`src/rtl/led_sched_pkg.sv`:
```
// Shared types and helpers for the LED bank scheduler.
// The optional PWM dimming path is enabled by defining LED_SCHED_PWM_EN.
package led_sched_pkg;

  typedef enum logic [1:0] {
    IDLE,
    SHOW,
    GAP
  } state_t;

  localparam int LED_W_DEF  = 12;
  localparam int HOLD_W_DEF = 8;

  // First set bit of req at or after ptr, wrapping within n requesters.
  function automatic logic [2:0] rr_select(
    input logic [7:0] req,
    input logic [2:0] ptr,
    input int         n
  );
    logic [2:0] sel;
    logic       found;
    int         idx;
    sel   = '0;
    found = 1'b0;
    for (int i = 0; i < 8; i++) begin
      idx = (int'(ptr) + i) % n;
      if (i < n && !found && req[idx]) begin
        sel   = 3'(idx);
        found = 1'b1;
      end
    end
    return sel;
  endfunction

endpackage

```
`src/rtl/led_sched_if.sv`:
```
// Requester-side bundle of the LED scheduler.
// brightness exists only when LED_SCHED_PWM_EN is defined.
interface led_sched_if
  import led_sched_pkg::*;
#(
  parameter int NUM_REQ = 4,
  parameter int LED_W   = LED_W_DEF,
  parameter int HOLD_W  = HOLD_W_DEF
);

  logic [NUM_REQ-1:0]        req;
  logic [NUM_REQ*LED_W-1:0]  pattern;
  logic [NUM_REQ*HOLD_W-1:0] hold;
  logic [NUM_REQ-1:0]        grant;
  logic [NUM_REQ-1:0]        done;
  logic                      busy;
  logic [LED_W-1:0]          led;
`ifdef LED_SCHED_PWM_EN
  logic [3:0]                brightness;

  modport master (
    output req, pattern, hold, brightness,
    input  grant, done, busy, led
  );
  modport slave (
    input  req, pattern, hold, brightness,
    output grant, done, busy, led
  );
`else
  modport master (
    output req, pattern, hold,
    input  grant, done, busy, led
  );
  modport slave (
    input  req, pattern, hold,
    output grant, done, busy, led
  );
`endif

endinterface

```
`src/rtl/led_scheduler_tick.sv`:
```
// Free-running display tick: one-cycle pulse every TICK_DIV clocks.
module tick_prescaler #(
  parameter int TICK_DIV = 25000
) (
  input  logic clk,
  input  logic rst,
  output logic tick
);

  localparam int CW = (TICK_DIV > 2) ? $clog2(TICK_DIV) : 1;

  logic [CW-1:0] r_cnt;

  assign tick = (r_cnt == CW'(TICK_DIV - 1));

  always_ff @(posedge clk or posedge rst) begin
    if (rst)       r_cnt <= '0;
    else if (tick) r_cnt <= '0;
    else           r_cnt <= r_cnt + 1'b1;
  end

endmodule

```
`src/rtl/led_scheduler.sv`:
```
// Round-robin time-sharing of the LED bank between pattern requesters.
// Define LED_SCHED_PWM_EN to add brightness dimming of the shown pattern.
module led_scheduler
  import led_sched_pkg::*;
#(
  parameter int NUM_REQ  = 4,
  parameter int LED_W    = LED_W_DEF,
  parameter int TICK_DIV = 25000,
  parameter int HOLD_W   = HOLD_W_DEF
) (
  input  logic         clk,
  input  logic         rst,
  led_sched_if.slave   bus
);

  state_t              r_state;
  state_t              w_state_nxt;
  logic [2:0]          r_sel;
  logic [2:0]          r_ptr;
  logic [2:0]          w_sel;
  logic [LED_W-1:0]    r_pat;
  logic [LED_W-1:0]    r_led;
  logic [LED_W-1:0]    w_led_nxt;
  logic [LED_W-1:0]    w_pat_in;
  logic [LED_W-1:0]    w_pat_cur;
  logic [HOLD_W-1:0]   r_cnt;
  logic [HOLD_W-1:0]   w_hold_in;
  logic [NUM_REQ-1:0]  r_grant;
  logic [NUM_REQ-1:0]  r_done;
  logic [NUM_REQ-1:0]  w_grant_nxt;
  logic [NUM_REQ-1:0]  w_done_nxt;
  logic [7:0]          w_req8;
  logic                w_tick;
  logic                w_any;
  logic                w_abort;
  logic                w_last;
  logic                w_lit;
  logic                w_take;

  tick_prescaler #(
    .TICK_DIV (TICK_DIV)
  ) u_tick (
    .clk  (clk),
    .rst  (rst),
    .tick (w_tick)
  );

  assign w_req8    = 8'(bus.req);
  assign w_any     = |bus.req;
  assign w_sel     = rr_select(w_req8, r_ptr, NUM_REQ);
  assign w_pat_in  = bus.pattern[int'(w_sel)*LED_W +: LED_W];
  assign w_hold_in = bus.hold[int'(w_sel)*HOLD_W +: HOLD_W];
  assign w_take    = (r_state == IDLE) && w_any;
  assign w_abort   = (r_state == SHOW) && !w_req8[r_sel];
  assign w_last    = w_tick && (r_cnt == HOLD_W'(1));

`ifdef LED_SCHED_PWM_EN
  logic [3:0] r_pwm;

  always_ff @(posedge clk or posedge rst) begin
    if (rst) r_pwm <= '0;
    else     r_pwm <= r_pwm + 4'd1;
  end

  assign w_lit = (bus.brightness == 4'hF) ||
                 (r_pwm < bus.brightness);
`else
  assign w_lit = 1'b1;
`endif

  always_ff @(posedge clk or posedge rst) begin
    if (rst) r_state <= IDLE;
    else     r_state <= w_state_nxt;
  end

  always_comb begin
    w_state_nxt = r_state;
    unique case (r_state)
      IDLE:    if (w_any) w_state_nxt = SHOW;
      SHOW:    if (w_abort || w_last) w_state_nxt = GAP;
      GAP:     if (w_tick) w_state_nxt = IDLE;
      default: w_state_nxt = IDLE;
    endcase
  end

  // Abort wins over a completion tick: grant drops with no done pulse.
  always_comb begin
    w_grant_nxt = '0;
    w_done_nxt  = '0;
    w_led_nxt   = '0;
    w_pat_cur   = r_pat;
    unique case (r_state)
      IDLE: begin
        if (w_any) begin
          w_grant_nxt = NUM_REQ'(8'd1 << w_sel);
          w_pat_cur   = w_pat_in;
        end
      end
      SHOW: begin
        if (!w_abort) begin
          if (w_last) w_done_nxt  = r_grant;
          else        w_grant_nxt = r_grant;
        end
      end
      default: ;
    endcase
    if (w_grant_nxt != '0 && w_lit) w_led_nxt = w_pat_cur;
  end

  always_ff @(posedge clk or posedge rst) begin
    if (rst) begin
      r_grant <= '0;
      r_done  <= '0;
      r_led   <= '0;
      r_sel   <= '0;
      r_ptr   <= '0;
      r_pat   <= '0;
      r_cnt   <= '0;
    end else begin
      r_grant <= w_grant_nxt;
      r_done  <= w_done_nxt;
      r_led   <= w_led_nxt;
      if (w_take) begin
        r_sel <= w_sel;
        r_ptr <= (w_sel == 3'(NUM_REQ - 1)) ? 3'd0 : w_sel + 3'd1;
        r_pat <= w_pat_in;
        r_cnt <= (w_hold_in == '0) ? HOLD_W'(1) : w_hold_in;
      end else if (r_state == SHOW && w_tick) begin
        r_cnt <= r_cnt - 1'b1;
      end
    end
  end

  assign bus.grant = r_grant;
  assign bus.done  = r_done;
  assign bus.led   = r_led;
  assign bus.busy  = (r_state != IDLE);

endmodule

```
`src/flat_wrapper.sv`:
```
// flat-port wrapper written by rule: the top's interface ports become plain ports
module led_scheduler_flat import led_sched_pkg::*;
#(
  parameter int NUM_REQ  = 4,
  parameter int LED_W    = LED_W_DEF,
  parameter int TICK_DIV = 25000,
  parameter int HOLD_W   = HOLD_W_DEF
)
  (clk, rst, bus_req, bus_pattern, bus_hold, bus_grant, bus_done, bus_busy, bus_led);
  led_sched_if #(.NUM_REQ(NUM_REQ), .LED_W(LED_W), .HOLD_W(HOLD_W)) bus_i ();
  input  logic clk;
  input  logic rst;
  input wire logic [$bits(bus_i.req)-1:0] bus_req;
  input wire logic [$bits(bus_i.pattern)-1:0] bus_pattern;
  input wire logic [$bits(bus_i.hold)-1:0] bus_hold;
  output wire logic [$bits(bus_i.grant)-1:0] bus_grant;
  output wire logic [$bits(bus_i.done)-1:0] bus_done;
  output wire logic [$bits(bus_i.busy)-1:0] bus_busy;
  output wire logic [$bits(bus_i.led)-1:0] bus_led;
  assign bus_i.req = bus_req;
  assign bus_i.pattern = bus_pattern;
  assign bus_i.hold = bus_hold;
  assign bus_grant = bus_i.grant;
  assign bus_done = bus_i.done;
  assign bus_busy = bus_i.busy;
  assign bus_led = bus_i.led;
  led_scheduler #(.NUM_REQ(NUM_REQ), .LED_W(LED_W), .TICK_DIV(TICK_DIV), .HOLD_W(HOLD_W)) u_core (.clk(clk), .rst(rst), .bus(bus_i));
endmodule
```
`config.mk`:
```
export PLATFORM = sky130hd
export DESIGN_NAME = led_scheduler_flat
export DESIGN_NICKNAME = d
export VERILOG_FILES = /design/src/rtl/led_sched_pkg.sv /design/src/rtl/led_sched_if.sv /design/src/rtl/led_scheduler_tick.sv /design/src/rtl/led_scheduler.sv /design/src/flat_wrapper.sv
export SDC_FILE = /design/constraint.sdc
export NUM_CORES = 1
export LEC_CHECK = 0
export CELL_PAD_IN_SITES_DETAIL_PLACEMENT = 0
export CELL_PAD_IN_SITES_GLOBAL_PLACEMENT = 2
export CORE_MARGIN = 8
export CORE_UTILIZATION = 31
export CTS_CLUSTER_SIZE = 10
export DETAILED_ROUTE_END_ITERATION = 10
export PLACE_DENSITY_LB_ADDON = 0.1
export SETUP_SLACK_MARGIN = 0.3
export SLEW_MARGIN = 25
export SYNTH_ARGS = -nofsm -noshare
export SYNTH_HDL_FRONTEND = slang
export SYNTH_SLANG_ARGS = --single-unit
```
`constraint.sdc`:
```
create_clock -name clk -period 4.4 [get_ports clk]
set_clock_uncertainty 0.1 [all_clocks]
set_input_delay 1.1 -clock clk [delete_from_list [all_inputs] [get_ports clk]]
set_output_delay 1.1 -clock clk [all_outputs]
set_load 0.02 [all_outputs]
```
After elaboration in Yosys (flattened, before gate mapping)
Cells that the tools add are included.
- input bits: 86
- memories: 0
- ROM bits: 0
- memory bits (writable): 0
- register bits: 62
- bits in latches: 0
- multipliers: 1
- order comparisons: 5
- shift operators: 3
- bitwise logic cells: 3
- eq/ne operators: 8
- add/sub/neg operators: 6
- multiplexer cells: 39
- div/mod/pow operators: 0
- reductions and logical operators: 22
- operators by type and width (kind ; number):
    indexed part select 48 x 32 -> 12 bit ; 1
    2-to-1 mux 12 bit ; 3
    indexed part select 32 x 7 -> 8 bit ; 1
    2-to-1 mux 4 bit ; 6
    2-to-1 mux 8 bit ; 3
    adder 15 x 1 -> 15 bit, second input constant ; 1
    == test 15 bit, second input constant ; 1
    < comparator 3 x 5 -> 1 bit, second input constant ; 3
    2-to-1 mux 15 bit ; 1
    binary-select mux 1 bit (select 3 bit) ; 4
    2-to-1 mux 1 bit ; 11
    2-to-1 mux 2 bit ; 5
    2-to-1 mux 3 bit ; 3
    == test 8 x 1 -> 1 bit, second input constant ; 1
    zero test 8 bit ; 1
    case mux 4 bit (2 select lines) ; 1
    subtractor 8 x 1 -> 8 bit, second input constant ; 1
    logical AND 1 bit ; 7
    != test 2 x 1 -> 1 bit, second input constant ; 3
    case mux 2 bit (3 select lines) ; 1
    OR reduction 2 bit ; 3
    multiplier 3 x 2 -> 5 bit, second input constant ; 1
    adder 2 x 1 -> 2 bit, second input constant ; 2
    adder 2 bit, second input constant ; 2
    15 further kinds ; 21

Longest topological paths before layout
- word-level depth: 19
- mapped depth: 11
- gate-level depth less buffers: 8

By module
A second synthesis with hierarchy kept.
- cell total of the unflattened synthesis: 360
- area, all modules: 3368.2 um^2
- modules (own cells, without submodules) (module ; cells each ; area each (um^2) ; times used ; seq. area each (um^2)):
    led_scheduler ; 295 ; 2662.6 ; 1 ; 1151.1
    tick_prescaler ; 65 ; 705.7 ; 1 ; 375.4

Worst setup path after synthesis
Ideal clock, no wire load.
- kind: input to register
- start point: input bus_req[0]
- end point: register u_core.r_led[10] (netlist: u_core.bus.led[10])
- cell stages on the path: 11
- arrival: 3303 ps
- slack: 867 ps
- required time: 4170 ps
- cell sequence: a21oi_1 -> o21ai_0 -> o2bb2a_1 -> clkbuf_1 -> buf_1 -> inv_1 -> ha_1 -> or4_1 -> a22oi_1 -> buf_2 -> a21oi_1
- longest elaborated chain between the ends: 17
- RTL lines (item ; line ; source):
    from (decl) ; flat_wrapper.sv:13 ; input wire logic [$bits(bus_i.req)-1:0] bus_req;
    binary-select mux 1 bit (select 2 bit) ; led_sched_pkg.sv:27 ; if (i < n && !found && req[idx]) begin
    2-to-1 mux 1 bit (implied by the code) ; led_sched_pkg.sv:27 ;
    2-to-1 mux 1 bit ; led_sched_pkg.sv:27 ;
    zero test 1 bit ; led_sched_pkg.sv:27 ;
    logical AND 1 bit ; led_sched_pkg.sv:27 ;
    2-to-1 mux 1 bit ; led_sched_pkg.sv:27 ;
    zero test 1 bit ; led_sched_pkg.sv:27 ;
    logical AND 1 bit ; led_sched_pkg.sv:27 ;
    [3 not listed] ; -- ;
    2-to-1 mux 3 bit * ; led_sched_pkg.sv:27 ;
    net u_core.w_sel[1] ; led_scheduler.sv:20 ; logic [2:0] w_sel;
    multiplier 3 x 2 -> 5 bit / left shift 1 x 3 -> 4 bit (equally long branches) ; led_scheduler.sv:51, led_scheduler.sv:95 ;
    indexed part select 48 x 32 -> 12 bit / 2-to-1 mux 4 bit (equally long branches) ; led_scheduler.sv:51, led_scheduler.sv:94 ;
    2-to-1 mux 12 bit / case mux 4 bit (2 select lines) (equally long branches) ; led_scheduler.sv:94, led_scheduler.sv:92 ;
    2-to-1 mux 12 bit / nonzero test 4 bit (equally long branches) ; led_scheduler.sv:92, led_scheduler.sv:107 ;
    2-to-1 mux 12 bit * ; led_scheduler.sv:107 ; if (w_grant_nxt != '0 && w_lit) w_led_nxt = w_pat_cur;
    net u_core.w_led_nxt[10] ; led_scheduler.sv:23 ; logic [LED_W-1:0] w_led_nxt;
    to (signal assigned) ; led_scheduler.sv:122 ; r_led <= w_led_nxt;
    to (decl) ; led_scheduler.sv:22 ; logic [LED_W-1:0] r_led;
The timed path passes the listed nets; every way through them passes the cells marked *. The select of a mux whose other input is x is not followed.
A chain may end at the register's enable or synchronous reset.

Worst setup path in the final report
- start point: input bus_req[0]
- end point: register u_core.r_cnt[0]
- longest elaborated chain between the ends: 16
- RTL lines (item ; line ; source):
    binary-select mux 1 bit (select 2 bit) ; led_sched_pkg.sv:27 ;
    2-to-1 mux 1 bit (implied by the code) ; led_sched_pkg.sv:27 ;
    2-to-1 mux 1 bit ; led_sched_pkg.sv:27 ;
    zero test 1 bit ; led_sched_pkg.sv:27 ;
    logical AND 1 bit ; led_sched_pkg.sv:27 ;
    2-to-1 mux 1 bit ; led_sched_pkg.sv:27 ;
    zero test 1 bit ; led_sched_pkg.sv:27 ;
    logical AND 1 bit ; led_sched_pkg.sv:27 ;
    2-to-1 mux 1 bit ; led_sched_pkg.sv:27 ;
    zero test 1 bit ; led_sched_pkg.sv:27 ;
    logical AND 1 bit ; led_sched_pkg.sv:27 ;
    2-to-1 mux 3 bit ; led_sched_pkg.sv:27 ;
    indexed part select 32 x 7 -> 8 bit ; led_scheduler.sv:52 ; assign w_hold_in = bus.hold[int'(w_sel)*HOLD_W +: HOLD_W];
    zero test 8 bit ; led_scheduler.sv:127 ; r_cnt <= (w_hold_in == '0) ? HOLD_W'(1) : w_hold_in;
    2-to-1 mux 8 bit ; led_scheduler.sv:127 ;
    2-to-1 mux 8 bit ; led_scheduler.sv:123 ; if (w_take) begin
    to (signal assigned) ; led_scheduler.sv:127 ;
    to (signal assigned) ; led_scheduler.sv:129 ; r_cnt <= r_cnt - 1'b1;
    to (decl) ; led_scheduler.sv:26 ; logic [HOLD_W-1:0] r_cnt;
Parallel ways exist; a longest one is shown, timed or not. The select of a mux whose other input is x is not followed.

==> results.md <==
* Drt drc at 0
* Placed Cells incl. Taps at 528
* Fin Setup TNS at 0 ns
* Fraction of registers with async set/reset at 100%
* Crit start category: primary input
* Vias at 2546
* Final Hold Vio Count at 0
* Crit-path cells: clkdlybuf4s50_1 > mux2i_1 > o221ai_4 > mux4_2 > or4_1 > o41ai_1
* N_diodes at 0
* Clk_lat worst skew at 0.34 ns
* IO Pins at 107
* Gp weighted congestion at 0.762
* Starting Density at 31.9%
* Count leader, synth: dfrtp_1
* Largest net degree at the start of global routing at 29
* Req. time, crit path at 4.53 ns
* First-pass GRT wire length at 14100 µm
* Post-synthesis sequential area ratio at 46.5%
* MaxCap Viol Count at 0
* Setup bufs post-CTS at 0
* Synth top area cells: dfrtp_1 (47%), mux2i_1 (11%), mux4_2 (5.5%)
* Vias in the first global route at 2772
* Die H at 119 µm
* Area Overhead vs Synth at 44.8%
* DRT antenna net count at 0
* Max frequency at 271 MHz
* Post-synth top flop: dfrtp_1
* Layout Cells excl Fill at 544
* FF+latch count, synth at 61
* Final WL at 8770 µm
* First DRT Iteration DRCs at 71
* Synth warnings at 0
* Placed wire-length estimate at 7150 µm
* Status: completed
* Reg clk slew, reported paths at 0.07 ns
* Grt ovf at 0
* Number of synthesized flops with an enable pin at 0
* CTS resizes at 0
* DIE AREA at 0.0141 mm²
* Critical path's slowest cell: mux4_2
* Post-layout min period at 3.69 ns
* Synth top area share at 46.5%
* Wirelength per Cell at 16.1 µm
* Tot GR Track Use at 12.7%
* Fin Hold WS at 0.394 ns
* Unrepaired setup endpoints after global routing: no
* Worst-case clock buffer depth at 2
* Hold_buf cts at 0
* Final setup fails at 0
* P_leak at 2.03 nW
* Critical path's top delay family: compound AO/OA/AOI/OAI gates
* Peak supply drop at 0.162 mV
* Placement Rows at 37
* Initial antenna violation count at 0
* Worst Path Max Fanout at 13
* TritonRoute pass-1 iters at 4
* Syn Std Cell Area at 0.00328 mm²
* TritonCTS clock tree: done
* Slew Limit Headroom at 58.5%
* H-tree levels at 3
* Arr. time, crit path at 3.82 ns
* Setup CP Type: primary input to flop
* Post-Syn Nets at 380
* Final core occ at 46.2%
* Die Wd at 119 µm
* Synth unique cells at 42
* Final nets at 496
* Worst Setup End Kind: flop
* Layout cells sized above 1 at 14.5%
* Delay of the slowest cell on the worst path at 0.60 ns
* Max Slew Vio Count at 0
* Total Power at 2.43 mW
* Syn Inst Count at 287
* Placeable Area at 0.0103 mm²
* Worst-Margin Slew at 0.623 ns
* Number of vias per cell at 4.68
* Clk sinks at 61
* WP buf/inv at 1
* IO buf count at 106
* CTS root buf: clkbuf_8
* Worst hold-check path type: flop to flop
* Fin crit share at 83.9%
* Largest area contributor in the netlist: dfrtp_1
* CTS Buf Count at 9
* Synth top cells by count: dfrtp_1 (61), mux2i_1 (37), nand2_1 (22)
* Avg Inst Size Synth at 11.4 µm²
* PD cells at 511 mW/mm²
## layer usage
metal	track usage, %	wire [µm]
met5	0	0
met1	13.6	3620
met3	5.86	708
met2	21.5	4310
met4	4.58	132
## per-stage QoR
| stage | instance area, µm² | worst slack (ns) |
|---|---|---|
| after floorplan | 3280 | 0.867 |
| final | 4750 | 0.710 |
| after detailed placement | 4550 | 0.348 |
| after global routing | 4750 | 0.494 |
| after CTS | 4750 | 0.695 |
| after global placement | 4550 | 0.380 |
## power by group
| group | switching (mW) | internal (mW) |
|---|---|---|
| sequential | 0.101 | 0.728 |
| clock | 0.236 | 0.263 |
| combinational | 0.522 | 0.577 |
## layout by cell type (no fill, tap or decap), types with 2 or more instances in the layout
master / netlist / routed
mux4_2: 8 / 8
clkdlybuf4s50_1: 0 / 106
or2_2: 2 / 2
buf_4: 0 / 12
or3_1: 2 / 2
nand4b_1: 2 / 2
o21ai_0: 12 / 12
nand2_1: 22 / 22
xnor2_1: 8 / 8
mux2_2: 15 / 15
clkbuf_8: 0 / 9
mux2i_1: 37 / 37
ha_1: 7 / 7
nand2b_1: 2 / 2
o211ai_1: 2 / 2
a22o_1: 4 / 4
xor2_1: 8 / 8
nor4_1: 2 / 2
or4_1: 5 / 5
a21oi_1: 9 / 9
dfrtp_1: 61 / 61
nor2_1: 14 / 13
o41ai_1: 2 / 2
nand4_1: 3 / 3
inv_1: 7 / 6
nor2b_1: 13 / 13
and2_1: 6 / 6
nand3_1: 5 / 5
nor3_1: 4 / 4
clkinvlp_4: 0 / 3
## kinds of logic (layout without fill, tap and decap cells)
| group | count (synthesis) | after routing | share of synthesized area (%) |
|---|---|---|---|
| AOI/OAI and AO/OA | 37 | 37 | 7.71 |
| DFF | 61 | 61 | 46.5 |
| xor gates and xnor gates | 16 | 16 | 4.27 |
| and+or+nand+nor | 86 | 86 | 14.1 |
| buffers and inverters | 20 | 141 | 2.78 |
| muxes | 60 | 60 | 21.9 |
| adders and majority gates | 7 | 7 | 2.67 |
## registers in the layout (all words and copies together) (netlist names)
| signal | cells |
|---|---|
| u_core.bus.grant | 4 |
| u_core.r_cnt | 8 |
| u_core.r_state | 2 |
| u_core.r_pat | 12 |
| u_core.bus.done | 4 |
| u_core.u_tick.r_cnt | 15 |
| u_core.r_ptr | 2 |
| u_core.bus.led | 12 |
| u_core.r_sel | 2 |
## layout make-up
| cell class | instances | area (µm²) |
|---|---|---|
| clock buffer | 9 | 124 |
| clock inverter | 7 | 75.1 |
| timing repair buffer | 118 | 1150 |
| tap | 136 | 170 |
| sequential | 61 | 1530 |
| multi-input combinational | 206 | 1680 |
| fill | 1029 | 5530 |
| inverter | 7 | 26.3 |
## worst paths after layout
kind                                              startpoint                           endpoint  slack, ns  cells after the start
setup reg to reg           u_core.u_tick.r_cnt[10]$_DFF_PP0_        u_core.bus.led[8]$_DFF_PP0_       1.56                      8
setup / recovery                                  bus_req[0]        u_core.r_cnt[0]$_DFFE_PP0P_       0.71                      6
hold reg to reg                  u_core.r_pat[8]$_DFFE_PP0P_        u_core.r_pat[8]$_DFFE_PP0P_       0.39                      1
max in group asynchronous                                rst        u_core.r_ptr[1]$_DFFE_PP0P_       2.70                      3
min in group asynchronous                                rst  u_core.u_tick.r_cnt[11]$_DFF_PP0_       0.88                      2
hold / removal                   u_core.r_pat[8]$_DFFE_PP0P_        u_core.r_pat[8]$_DFFE_PP0P_       0.39                      1
(Power assumes the default switching activity.)
